--- src/rtl/multi_alarm_unit_if.sv ---
// Alarm bank bus: time/tick from the clock core, config and user keys in, status out.
// Latency: pure wiring, no storage.
// Backpressure: none; every input is sampled each cycle and every output is always valid.
interface multi_alarm_unit_if #(
  parameter int NUM_ALARMS  = 4,
  parameter int ALARM_IDX_W = 2
);
  logic                   sec_tick;
  logic [7:0]             current_24_sec;
  logic [7:0]             current_24_min;
  logic [7:0]             current_24_hour;
  logic                   cfg_we;
  logic [ALARM_IDX_W-1:0] cfg_idx;
  logic [7:0]             cfg_sec;
  logic [7:0]             cfg_min;
  logic [7:0]             cfg_hour;
  logic                   cfg_enable;
  logic                   cfg_repeat;
  logic                   snooze;
  logic                   dismiss;
  logic [NUM_ALARMS-1:0]  ringing;
  logic [NUM_ALARMS-1:0]  armed;
  logic                   alarm_buzzer;
  logic [ALARM_IDX_W-1:0] alarm_fired_idx;
  logic                   invalid_cfg;

  modport master (
    output sec_tick, current_24_sec, current_24_min, current_24_hour,
           cfg_we, cfg_idx, cfg_sec, cfg_min, cfg_hour, cfg_enable, cfg_repeat,
           snooze, dismiss,
    input  ringing, armed, alarm_buzzer, alarm_fired_idx, invalid_cfg
  );

  modport slave (
    input  sec_tick, current_24_sec, current_24_min, current_24_hour,
           cfg_we, cfg_idx, cfg_sec, cfg_min, cfg_hour, cfg_enable, cfg_repeat,
           snooze, dismiss,
    output ringing, armed, alarm_buzzer, alarm_fired_idx, invalid_cfg
  );
endinterface

--- src/rtl/multi_alarm_unit.sv ---
// Bank of independent alarm channels with one-shot/daily mode, snooze and ring timeout.
// Latency: trigger/config/key seen at cycle t is reflected on the status outputs at t+1.
// Backpressure: none; inputs are sampled every cycle, outputs decode state registers.
module multi_alarm_unit #(
  parameter int NUM_ALARMS       = 4,
  parameter int ALARM_IDX_W      = 2,
  parameter int SNOOZE_SEC       = 300,
  parameter int RING_TIMEOUT_SEC = 60
) (
  input logic               clk,
  input logic               reset,
  multi_alarm_unit_if.slave bus
);
  localparam int MAX_SEC = (SNOOZE_SEC > RING_TIMEOUT_SEC) ? SNOOZE_SEC : RING_TIMEOUT_SEC;
  localparam int CNT_W   = $clog2(MAX_SEC + 1);
  localparam logic [CNT_W-1:0] RING_LOAD   = CNT_W'(RING_TIMEOUT_SEC);
  localparam logic [CNT_W-1:0] SNOOZE_LOAD = CNT_W'(SNOOZE_SEC);
  localparam logic [CNT_W-1:0] CNT_ONE     = CNT_W'(1);

  typedef enum logic [1:0] {
    ST_DISABLED = 2'd0,
    ST_ARMED    = 2'd1,
    ST_RINGING  = 2'd2,
    ST_SNOOZED  = 2'd3
  } state_e;

  typedef struct packed {
    logic [7:0] hour;
    logic [7:0] min;
    logic [7:0] sec;
  } hms_t;

  state_e           st_q  [NUM_ALARMS];
  state_e           st_d  [NUM_ALARMS];
  hms_t             tm_q  [NUM_ALARMS];
  hms_t             tm_d  [NUM_ALARMS];
  logic [CNT_W-1:0] cnt_q [NUM_ALARMS];
  logic [CNT_W-1:0] cnt_d [NUM_ALARMS];
  logic [NUM_ALARMS-1:0] rep_q, rep_d;
  logic [NUM_ALARMS-1:0] match_q, match_d;
  logic [NUM_ALARMS-1:0] match_now;
  logic [NUM_ALARMS-1:0] cfg_sel;
  logic [NUM_ALARMS-1:0] ring_vec, armed_vec;
  logic [ALARM_IDX_W-1:0] fired_idx;
  logic inv_q;

  hms_t cur_time, cfg_time;
  logic cfg_fields_ok, cfg_idx_ok, cfg_ok;

  assign cur_time = {bus.current_24_hour, bus.current_24_min, bus.current_24_sec};
  assign cfg_time = {bus.cfg_hour, bus.cfg_min, bus.cfg_sec};

  assign cfg_fields_ok = (bus.cfg_hour <= 8'd23) && (bus.cfg_min <= 8'd59) && (bus.cfg_sec <= 8'd59);
  assign cfg_idx_ok    = ({{(32-ALARM_IDX_W){1'b0}}, bus.cfg_idx} < 32'(NUM_ALARMS));
  assign cfg_ok        = bus.cfg_we && cfg_fields_ok && cfg_idx_ok;

  // Per-channel time compare and write-select decode.
  always_comb begin
    match_now = '0;
    cfg_sel   = '0;
    for (int i = 0; i < NUM_ALARMS; i++) begin
      match_now[i] = (cur_time == tm_q[i]);
      cfg_sel[i]   = cfg_ok && (bus.cfg_idx == ALARM_IDX_W'(i));
    end
  end

  // Next-state per channel; priority is config write > dismiss > snooze > tick > trigger.
  always_comb begin
    rep_d   = rep_q;
    match_d = match_now;
    for (int i = 0; i < NUM_ALARMS; i++) begin
      st_d[i]  = st_q[i];
      tm_d[i]  = tm_q[i];
      cnt_d[i] = cnt_q[i];
      if (cfg_sel[i]) begin
        tm_d[i]    = cfg_time;
        rep_d[i]   = bus.cfg_repeat;
        st_d[i]    = bus.cfg_enable ? ST_ARMED : ST_DISABLED;
        cnt_d[i]   = '0;
        // Pre-load the edge detector so writing the present time waits a full day.
        match_d[i] = (cfg_time == cur_time);
      end else begin
        unique case (st_q[i])
          ST_ARMED: begin
            if (match_now[i] && !match_q[i]) begin
              st_d[i]  = ST_RINGING;
              cnt_d[i] = RING_LOAD;
            end
          end
          ST_RINGING: begin
            if (bus.dismiss) begin
              st_d[i]  = rep_q[i] ? ST_ARMED : ST_DISABLED;
              cnt_d[i] = '0;
            end else if (bus.snooze) begin
              st_d[i]  = ST_SNOOZED;
              cnt_d[i] = SNOOZE_LOAD;
            end else if (bus.sec_tick) begin
              if (cnt_q[i] == CNT_ONE) begin
                st_d[i]  = rep_q[i] ? ST_ARMED : ST_DISABLED;
                cnt_d[i] = '0;
              end else begin
                cnt_d[i] = cnt_q[i] - CNT_ONE;
              end
            end
          end
          ST_SNOOZED: begin
            if (bus.dismiss) begin
              st_d[i]  = rep_q[i] ? ST_ARMED : ST_DISABLED;
              cnt_d[i] = '0;
            end else if (bus.sec_tick) begin
              if (cnt_q[i] == CNT_ONE) begin
                st_d[i]  = ST_RINGING;
                cnt_d[i] = RING_LOAD;
              end else begin
                cnt_d[i] = cnt_q[i] - CNT_ONE;
              end
            end
          end
          default: begin
            st_d[i] = ST_DISABLED;
          end
        endcase
      end
    end
  end

  // State, time, counter and edge-detector registers.
  always_ff @(posedge clk or negedge reset) begin
    if (!reset) begin
      for (int i = 0; i < NUM_ALARMS; i++) begin
        st_q[i]  <= ST_DISABLED;
        tm_q[i]  <= '0;
        cnt_q[i] <= '0;
      end
      rep_q   <= '0;
      match_q <= '0;
      inv_q   <= 1'b0;
    end else begin
      for (int i = 0; i < NUM_ALARMS; i++) begin
        st_q[i]  <= st_d[i];
        tm_q[i]  <= tm_d[i];
        cnt_q[i] <= cnt_d[i];
      end
      rep_q   <= rep_d;
      match_q <= match_d;
      inv_q   <= bus.cfg_we && !cfg_ok;
    end
  end

  // Status decode straight from state; lowest-index ringing channel wins.
  always_comb begin
    ring_vec  = '0;
    armed_vec = '0;
    fired_idx = '0;
    for (int i = 0; i < NUM_ALARMS; i++) begin
      ring_vec[i]  = (st_q[i] == ST_RINGING);
      armed_vec[i] = (st_q[i] == ST_ARMED);
    end
    for (int i = NUM_ALARMS - 1; i >= 0; i--) begin
      if (ring_vec[i]) fired_idx = ALARM_IDX_W'(i);
    end
  end

  assign bus.ringing         = ring_vec;
  assign bus.armed           = armed_vec;
  assign bus.alarm_buzzer    = |ring_vec;
  assign bus.alarm_fired_idx = fired_idx;
  assign bus.invalid_cfg     = inv_q;
endmodule

--- src/flat_wrapper.sv ---
// flat-port wrapper written by rule: the top's interface ports become plain ports
module multi_alarm_unit_flat 
#(
  parameter int NUM_ALARMS       = 4,
  parameter int ALARM_IDX_W      = 2,
  parameter int SNOOZE_SEC       = 300,
  parameter int RING_TIMEOUT_SEC = 60
)
  (clk, reset, bus_sec_tick, bus_current_24_sec, bus_current_24_min, bus_current_24_hour, bus_cfg_we, bus_cfg_idx, bus_cfg_sec, bus_cfg_min, bus_cfg_hour, bus_cfg_enable, bus_cfg_repeat, bus_snooze, bus_dismiss, bus_ringing, bus_armed, bus_alarm_buzzer, bus_alarm_fired_idx, bus_invalid_cfg);
  multi_alarm_unit_if #(.NUM_ALARMS(NUM_ALARMS), .ALARM_IDX_W(ALARM_IDX_W)) bus_i ();
  input logic clk;
  input logic reset;
  input wire logic [$bits(bus_i.sec_tick)-1:0] bus_sec_tick;
  input wire logic [$bits(bus_i.current_24_sec)-1:0] bus_current_24_sec;
  input wire logic [$bits(bus_i.current_24_min)-1:0] bus_current_24_min;
  input wire logic [$bits(bus_i.current_24_hour)-1:0] bus_current_24_hour;
  input wire logic [$bits(bus_i.cfg_we)-1:0] bus_cfg_we;
  input wire logic [$bits(bus_i.cfg_idx)-1:0] bus_cfg_idx;
  input wire logic [$bits(bus_i.cfg_sec)-1:0] bus_cfg_sec;
  input wire logic [$bits(bus_i.cfg_min)-1:0] bus_cfg_min;
  input wire logic [$bits(bus_i.cfg_hour)-1:0] bus_cfg_hour;
  input wire logic [$bits(bus_i.cfg_enable)-1:0] bus_cfg_enable;
  input wire logic [$bits(bus_i.cfg_repeat)-1:0] bus_cfg_repeat;
  input wire logic [$bits(bus_i.snooze)-1:0] bus_snooze;
  input wire logic [$bits(bus_i.dismiss)-1:0] bus_dismiss;
  output wire logic [$bits(bus_i.ringing)-1:0] bus_ringing;
  output wire logic [$bits(bus_i.armed)-1:0] bus_armed;
  output wire logic [$bits(bus_i.alarm_buzzer)-1:0] bus_alarm_buzzer;
  output wire logic [$bits(bus_i.alarm_fired_idx)-1:0] bus_alarm_fired_idx;
  output wire logic [$bits(bus_i.invalid_cfg)-1:0] bus_invalid_cfg;
  assign bus_i.sec_tick = bus_sec_tick;
  assign bus_i.current_24_sec = bus_current_24_sec;
  assign bus_i.current_24_min = bus_current_24_min;
  assign bus_i.current_24_hour = bus_current_24_hour;
  assign bus_i.cfg_we = bus_cfg_we;
  assign bus_i.cfg_idx = bus_cfg_idx;
  assign bus_i.cfg_sec = bus_cfg_sec;
  assign bus_i.cfg_min = bus_cfg_min;
  assign bus_i.cfg_hour = bus_cfg_hour;
  assign bus_i.cfg_enable = bus_cfg_enable;
  assign bus_i.cfg_repeat = bus_cfg_repeat;
  assign bus_i.snooze = bus_snooze;
  assign bus_i.dismiss = bus_dismiss;
  assign bus_ringing = bus_i.ringing;
  assign bus_armed = bus_i.armed;
  assign bus_alarm_buzzer = bus_i.alarm_buzzer;
  assign bus_alarm_fired_idx = bus_i.alarm_fired_idx;
  assign bus_invalid_cfg = bus_i.invalid_cfg;
  multi_alarm_unit #(.NUM_ALARMS(NUM_ALARMS), .ALARM_IDX_W(ALARM_IDX_W), .SNOOZE_SEC(SNOOZE_SEC), .RING_TIMEOUT_SEC(RING_TIMEOUT_SEC)) u_core (.clk(clk), .reset(reset), .bus(bus_i));
endmodule
--- config.mk ---
export PLATFORM = sky130hd
export DESIGN_NAME = multi_alarm_unit_flat
export DESIGN_NICKNAME = d
export VERILOG_FILES = /design/src/rtl/multi_alarm_unit_if.sv /design/src/rtl/multi_alarm_unit.sv /design/src/flat_wrapper.sv
export SDC_FILE = /design/constraint.sdc
export NUM_CORES = 1
export LEC_CHECK = 0
export BUFFER_PORTS_ARGS = -buffer_cell sky130_fd_sc_hd__buf_4
export CORE_AREA = 10 10 161 163
export CTS_BUF_LIST = sky130_fd_sc_hd__clkbuf_16
export DETAILED_ROUTE_END_ITERATION = 12
export DIE_AREA = 0 0 171 173
export PLACE_DENSITY = 0.63
export SKIP_LAST_GASP = 1
export SLEW_MARGIN = 20
export SYNTH_ARGS = -nofsm -noshare
export SYNTH_HDL_FRONTEND = slang
export SYNTH_SLANG_ARGS = --single-unit
--- constraint.sdc ---
create_clock -name clk -period 3.5 [get_ports clk]
set_input_delay 0.875 -clock clk [delete_from_list [all_inputs] [get_ports clk]]
set_output_delay 0.875 -clock clk [all_outputs]
set_load 0.005 [all_outputs]
### Word level (Yosys, flattened, before mapping)

Cells that the tools add are included.

| operators by class | value |
|---|---|
| $add $sub $neg | 4 |
| $lt $le $gt $ge | 3 |
| equal/unequal tests | 44 |
| muxes and demuxes | 93 |
| reduce and logical (&&, ||, !) cells | 31 |

Operator list:

| kind | number |
|---|---|
| 2-to-1 mux 9 bit | 36 |
| equality test 24 bit | 5 |
| case mux 9 bit (3 select lines) | 4 |
| 2-to-1 mux 2 bit | 40 |
| equality test 9 x 1 -> 1 bit (second input constant) | 4 |
| subtractor 9 x 1 -> 9 bit (second input constant) | 4 |
| case mux 2 bit (3 select lines) | 4 |
| equality test 2 bit (second input constant) | 10 |
| inequality test 5 x 3 -> 1 bit (second input constant) | 4 |
| inequality test 5 x 4 -> 1 bit (second input constant) | 4 |
| AND reduction 5 bit | 4 |
| less-or-equal comparator 8 x 6 -> 1 bit (second input constant) | 2 |
| inequality test 4 x 2 -> 1 bit (second input constant) | 4 |
| inequality test 4 x 3 -> 1 bit (second input constant) | 4 |
| AND reduction 4 bit | 4 |
| nonzero test 4 bit | 4 |
| logical AND 1 bit | 12 |
| inequality test 3 x 1 -> 1 bit (second input constant) | 4 |
| equality test 2 x 1 -> 1 bit (second input constant) | 5 |
| 2-to-1 mux 1 bit | 9 |
| less-or-equal comparator 8 x 5 -> 1 bit (second input constant) | 1 |
| logical NOT 1 bit | 5 |
| OR reduction 4 bit | 1 |
| logical NOT 2 bit | 1 |

| storage, ports and cells | value |
|---|---|
| logic and storage cells | 201 |
| flip-flop bits (word level) | 149 |

### Logic depth before layout (Yosys ltp)

| depth | value |
|---|---|
| word-level depth | 7 |
| depth in mapped cells | 10 |
| gate-level depth less buffers | 8 |

### Least setup slack after synthesis

No wires, ideal clock.

| timing | value |
|---|---|
| path type | input port to flip-flop |
| start | input bus_current_24_min[7] |
| end | register u_core.cnt_q[16] (netlist name) |
| arrival | 2.501 ns |
| setup slack | 0.877 ns |
| stages on the path | 8 |
| path buffers | 2 |
| path through | clkbuf_1 > xor2_1 > nor4_1 > nand4_1 > o31ai_1 > buf_2 > o21ai_0 > a32o_1 |

| between the ends | value |
|---|---|
| word-level cells in the longest chain between the ends | 4 |

RTL lines:

| item | RTL line | RTL |
|---|---|---|
| from (decl) | flat_wrapper.sv:15 | `input wire logic [$bits(bus_i.current_24_min)-1:0] bus_current_24_min;` |
| equality test 24 bit | multi_alarm_unit.sv:62 | `match_now[i] = (cur_time == tm_q[i]);` |
| logical AND 1 bit | multi_alarm_unit.sv:85 | `if (match_now[i] && !match_q[i]) begin` |
| inequality test 3 x 1 -> 1 bit (no line) | n/a |  |
| AND reduction 4 bit (no line) | n/a |  |
| to (signal, indexed assignment) | multi_alarm_unit.sv:142 | `cnt_q[i] <= cnt_d[i];` |
| to (decl) | multi_alarm_unit.sv:37 | `logic [CNT_W-1:0] cnt_q [NUM_ALARMS];` |

Every way passes these cells.
A chain may end at the register's enable or synchronous reset.

### Worst setup path after layout

| timing | value |
|---|---|
| start | register u_core.st_q[2] (netlist name) |
| end | output bus_alarm_fired_idx[0] |

| between the ends | value |
|---|---|
| word-level cells in the longest chain between the ends | 4 |

RTL lines:

| item | RTL line | RTL |
|---|---|---|
| from (decl) | multi_alarm_unit.sv:33 | `state_e st_q [NUM_ALARMS];` |
| from (signal, indexed assignment) | multi_alarm_unit.sv:140 | `st_q[i] <= st_d[i];` |
| equality test 2 bit | multi_alarm_unit.sv:156 | `ring_vec[i] = (st_q[i] == ST_RINGING);` |
| 2-to-1 mux 2 bit (3 in series) | multi_alarm_unit.sv:160 | `if (ring_vec[i]) fired_idx = ALARM_IDX_W'(i);` |
| to (decl) | flat_wrapper.sv:29 | `output wire logic [$bits(bus_i.alarm_fired_idx)-1:0] bus_alarm_fired_idx;` |

Every way passes these cells.

==> run_results.csv <==
group,metric,value,unit
clock_tree,htree_num_levels,4,
clock_tree,cts.hold.buffers_added,0,
worst_setup_path,cp_data_required_time,2620,ps
pwr,p_per_area,408,nW/um2
synthesis,synth_mux_area_frac,0.0123,
clock_tree,cts.repair.resized,0,
synthesis,synth_edf_count,0,
layout,seqCellArea,3730,um2
worst_setup_path,endpoint_kind,"primary output",
routing,vias,7612,
routing,antenna_left,0,
sta,relSlewSlack,0.463,
sta,clock.fmax,364,MHz
synthesis,synth_flop_cell,"dfrtp_1",
routing,routedWlPerCell,19.0,um
worst_setup_path,path_cells,"inv_1 -> ha_1 -> inv_1 -> a21oi_1 -> nor2_1 -> buf_4",
layout,drive_above_1_share,0.121,
layout,multi_input_area,4860,um2
routing,dr_wl_met3,1.68,mm
synthesis,ys_ff_latch,149,
clock_tree,clock-sinks,149,
synthesis,synth-adder-area-share,0.0334,
sta,fin_crit_sh,0.785,
global_routing,groute.usage.overall,0.182,
synthesis,synth.net_count,1142,
routing,avgViaCountPerCell,5.44,
synthesis,yosys.area.top_type_share,0.415,
layout,fin_area,10400,um2
layout,fin_nets,1182,
sta,setup_tns,0,ps
global_routing,grt_overflow,0,
routing,drtIter0Drc,680,
sta,tightest_slew,801,ps
synthesis,synth_cells,1060,
worst_setup_path,arrival,1870,ps
status,status,"finished clean",
worst_setup_path,critPathMaxFanout,9,
synthesis,synth_cell_types,59,
worst_setup_path,critical_path_class,"reg -> out",
clock_tree,path_clk_slew,70,ps
global_routing,grt_pass1_wl,42.2,mm
global_routing,antenna_found_initial,0,
layout,syn_to_final_growth,15.4,%
clock_tree,cts_tree,"done",
die,io_pins,70,
layout,final_cell_mix,"nand2_1, dfrtp_1, buf_4",
synthesis,synth_area_leaders,"dfrtp_1, nand2_1, xnor2_1",
synthesis,syn_area,8980,um2
worst_setup_path,cp_common_cell,"inv_1",
die,num_rows,55,
layout,diodes,0,
synthesis,ys_seq_area_frac,0.415,
die,start_util,0.398,
global_routing,grt_max_degree,66,
synthesis,synth-compound-area-share,0.103,
sta,holdWs,386,ps
place,dpl_cell_area,9760,um2
job,cap_violations,0,
worst_setup_path,cp_top_family,"buffers and inverters",
synthesis,synth-simple-area-share,0.268,
clock_tree,cts_made_buffers,17,
place,dp_hpwl,19.2,mm
pwr,leakagePower,4.74,nW
worst_setup_path,cp_slowest_cell,"dfrtp_1",
hold_path,hold_path.class,"in -> async",
routing,met1_length,12.2,mm
place,gp_congestion,0.920,
worst_setup_path,slowest_delay,410,ps
routing,dr.pass1.iters,5,
sta,finalClockSkew,9.70,ps
clock_tree,clock_path_buffers,2,
worst_setup_path,startpoint_type,"flip-flop",
sta,maxSlewViolCount,0,
synthesis,synth_top_family_by_area,"simple AND/OR/NAND/NOR gates",
layout,final_common_cell,"nand2_1",
die,die_h,173,um
place,portBuffers,69,
synthesis,async_reset_ff_frac,1.00,
die,die_area,29600,um2
synthesis,synth_largest_area_cell,"dfrtp_1",
sta,setup_viol,0,
synthesis,yosys_warnings,0,
clock_tree,clk_latency,430,ps
clock_tree,cts_root_buffer,"clkbuf_16",
die,core-area,22600,um2
global_routing,grt_pass1_vias,7465,
clock_tree,post_cts_buffers,0,
routing,wl_met2,12.1,mm
sta,layout_min_cycle_time,2750,ps
layout,n_fill_cell,2218,
pwr,irDropWorstVdd,0.310,mV
routing,top_layer,"met4",
die,fp.dieW,171,um
routing,drc,0,
sta,rsz0062_at_grt,"no",
synthesis,synth-xor-area-share,0.122,
sta,timing.final.hold_violations,0,
synthesis,syn_avg_cell_area,8.47,um2
worst_setup_path,path_buf_inv,3,
routing,drt_wl_total,26.6,mm
==> area by class of cell <==
cell class | instances | share of cell area
multi-input combinational | 813 | 0.469
sequential | 149 | 0.360
clock inverter | 15 | 0.0173
clock buffer | 17 | 0.0411
timing repair buffer | 92 | 0.0682
inverter | 27 | 0.00978
tap | 285 | 0.0344
==> cells in the mapped netlist, drive strengths merged (2+ instances only) <==
cell type  count
or2            3
o311ai         5
o2bb2ai        2
a31oi          7
or3           17
a21oi         44
nand2b         7
or4b           2
o31a           3
nor2          55
nor3b          3
o22ai         10
or4           10
buf           23
nor4          28
nor2b          8
o211ai         5
clkbuf        48
o21a           5
xnor2         68
o32ai          3
a32o           3
nand2        255
mux2i         11
a211oi         3
and3           3
and2          30
o21ai         34
inv           27
nand4         24
nand3         22
o21bai         2
ha            24
o31ai          8
nand3b         5
xor2          57
dfrtp        149
nor3          29
nor4b          4
a21boi         3
a311o          2
==> layer usage <==
metal / up-vias / GRT usage
met1: 3652 / 0.247
li1: 3667 / -
met5: - / 0
met2: 249 / 0.278
met4: 0 / 0.0623
met3: 44 / 0.0419
==> per-stage QoR <==
step | power, mW | std cells | worst slack [ps] | utilization
finish | 4.23 | 1398 | 753 | 0.459
global route | 4.40 | 1398 | 640 | 0.459
detailed placement | 2.34 | 1366 | 467 | 0.432
CTS | 4.26 | 1398 | 745 | 0.459
floorplan | 2.14 | 1060 | 877 | -
global placement | 2.34 | 1366 | 442 | 0.432
==> registers in the layout, indices dropped and copies added (netlist names) <==
| register | flops |
|---|---|
| u_core.rep_q | 4 |
| u_core.st_q | 8 |
| u_core.bus.invalid_cfg | 1 |
| u_core.match_q | 4 |
| u_core.cnt_q | 36 |
| u_core.tm_q | 96 |
==> where the power goes <==
| group | internal [mW] | total, mW | leakage, nW | switching (mW) |
|---|---|---|---|---|
| clock network | 1.13 | 1.92 | 0.280 | 0.792 |
| registers | 1.77 | 1.82 | 2.04 | 0.0495 |
| logic | 0.204 | 0.492 | 2.42 | 0.288 |
==> cells by family after synthesis <==
group / count (synthesis)
AOI/OAI and AO/OA: 146
xor gates and xnor gates: 125
adders and majority gates: 24
buffers and inverters: 98
DFF: 149
muxes: 11
and+or+nand+nor: 507
==> worst reg2reg max path, cell delays in order, from the launching register on <==
cell and delay [ps]:
dfrtp_1 430, inv_1 100, ha_1 390, nor2b_1 220, o21a_1 150, nor3_1 50
a31oi_1 620, buf_4 290, mux2i_1 190, nor2_1 50
==> path summary, 6_finish.rpt <==
kind | from | end | slack [ps] | cells past startpoint
max | u_core.st_q[2] | bus_alarm_fired_idx[0] | 750 | 6
max reg2reg | u_core.st_q[0] | u_core.cnt_q[8] | 890 | 9
min in group clk | u_core.tm_q[42] | u_core.tm_q[42] | 490 | 2
min reg2reg | u_core.tm_q[42] | u_core.tm_q[42] | 490 | 2
min | reset | u_core.tm_q[87] | 390 | 1
max in group asynchronous | reset | u_core.cnt_q[0] | 2240 | 2
Note: power is estimated with default switching activity, not from simulation.
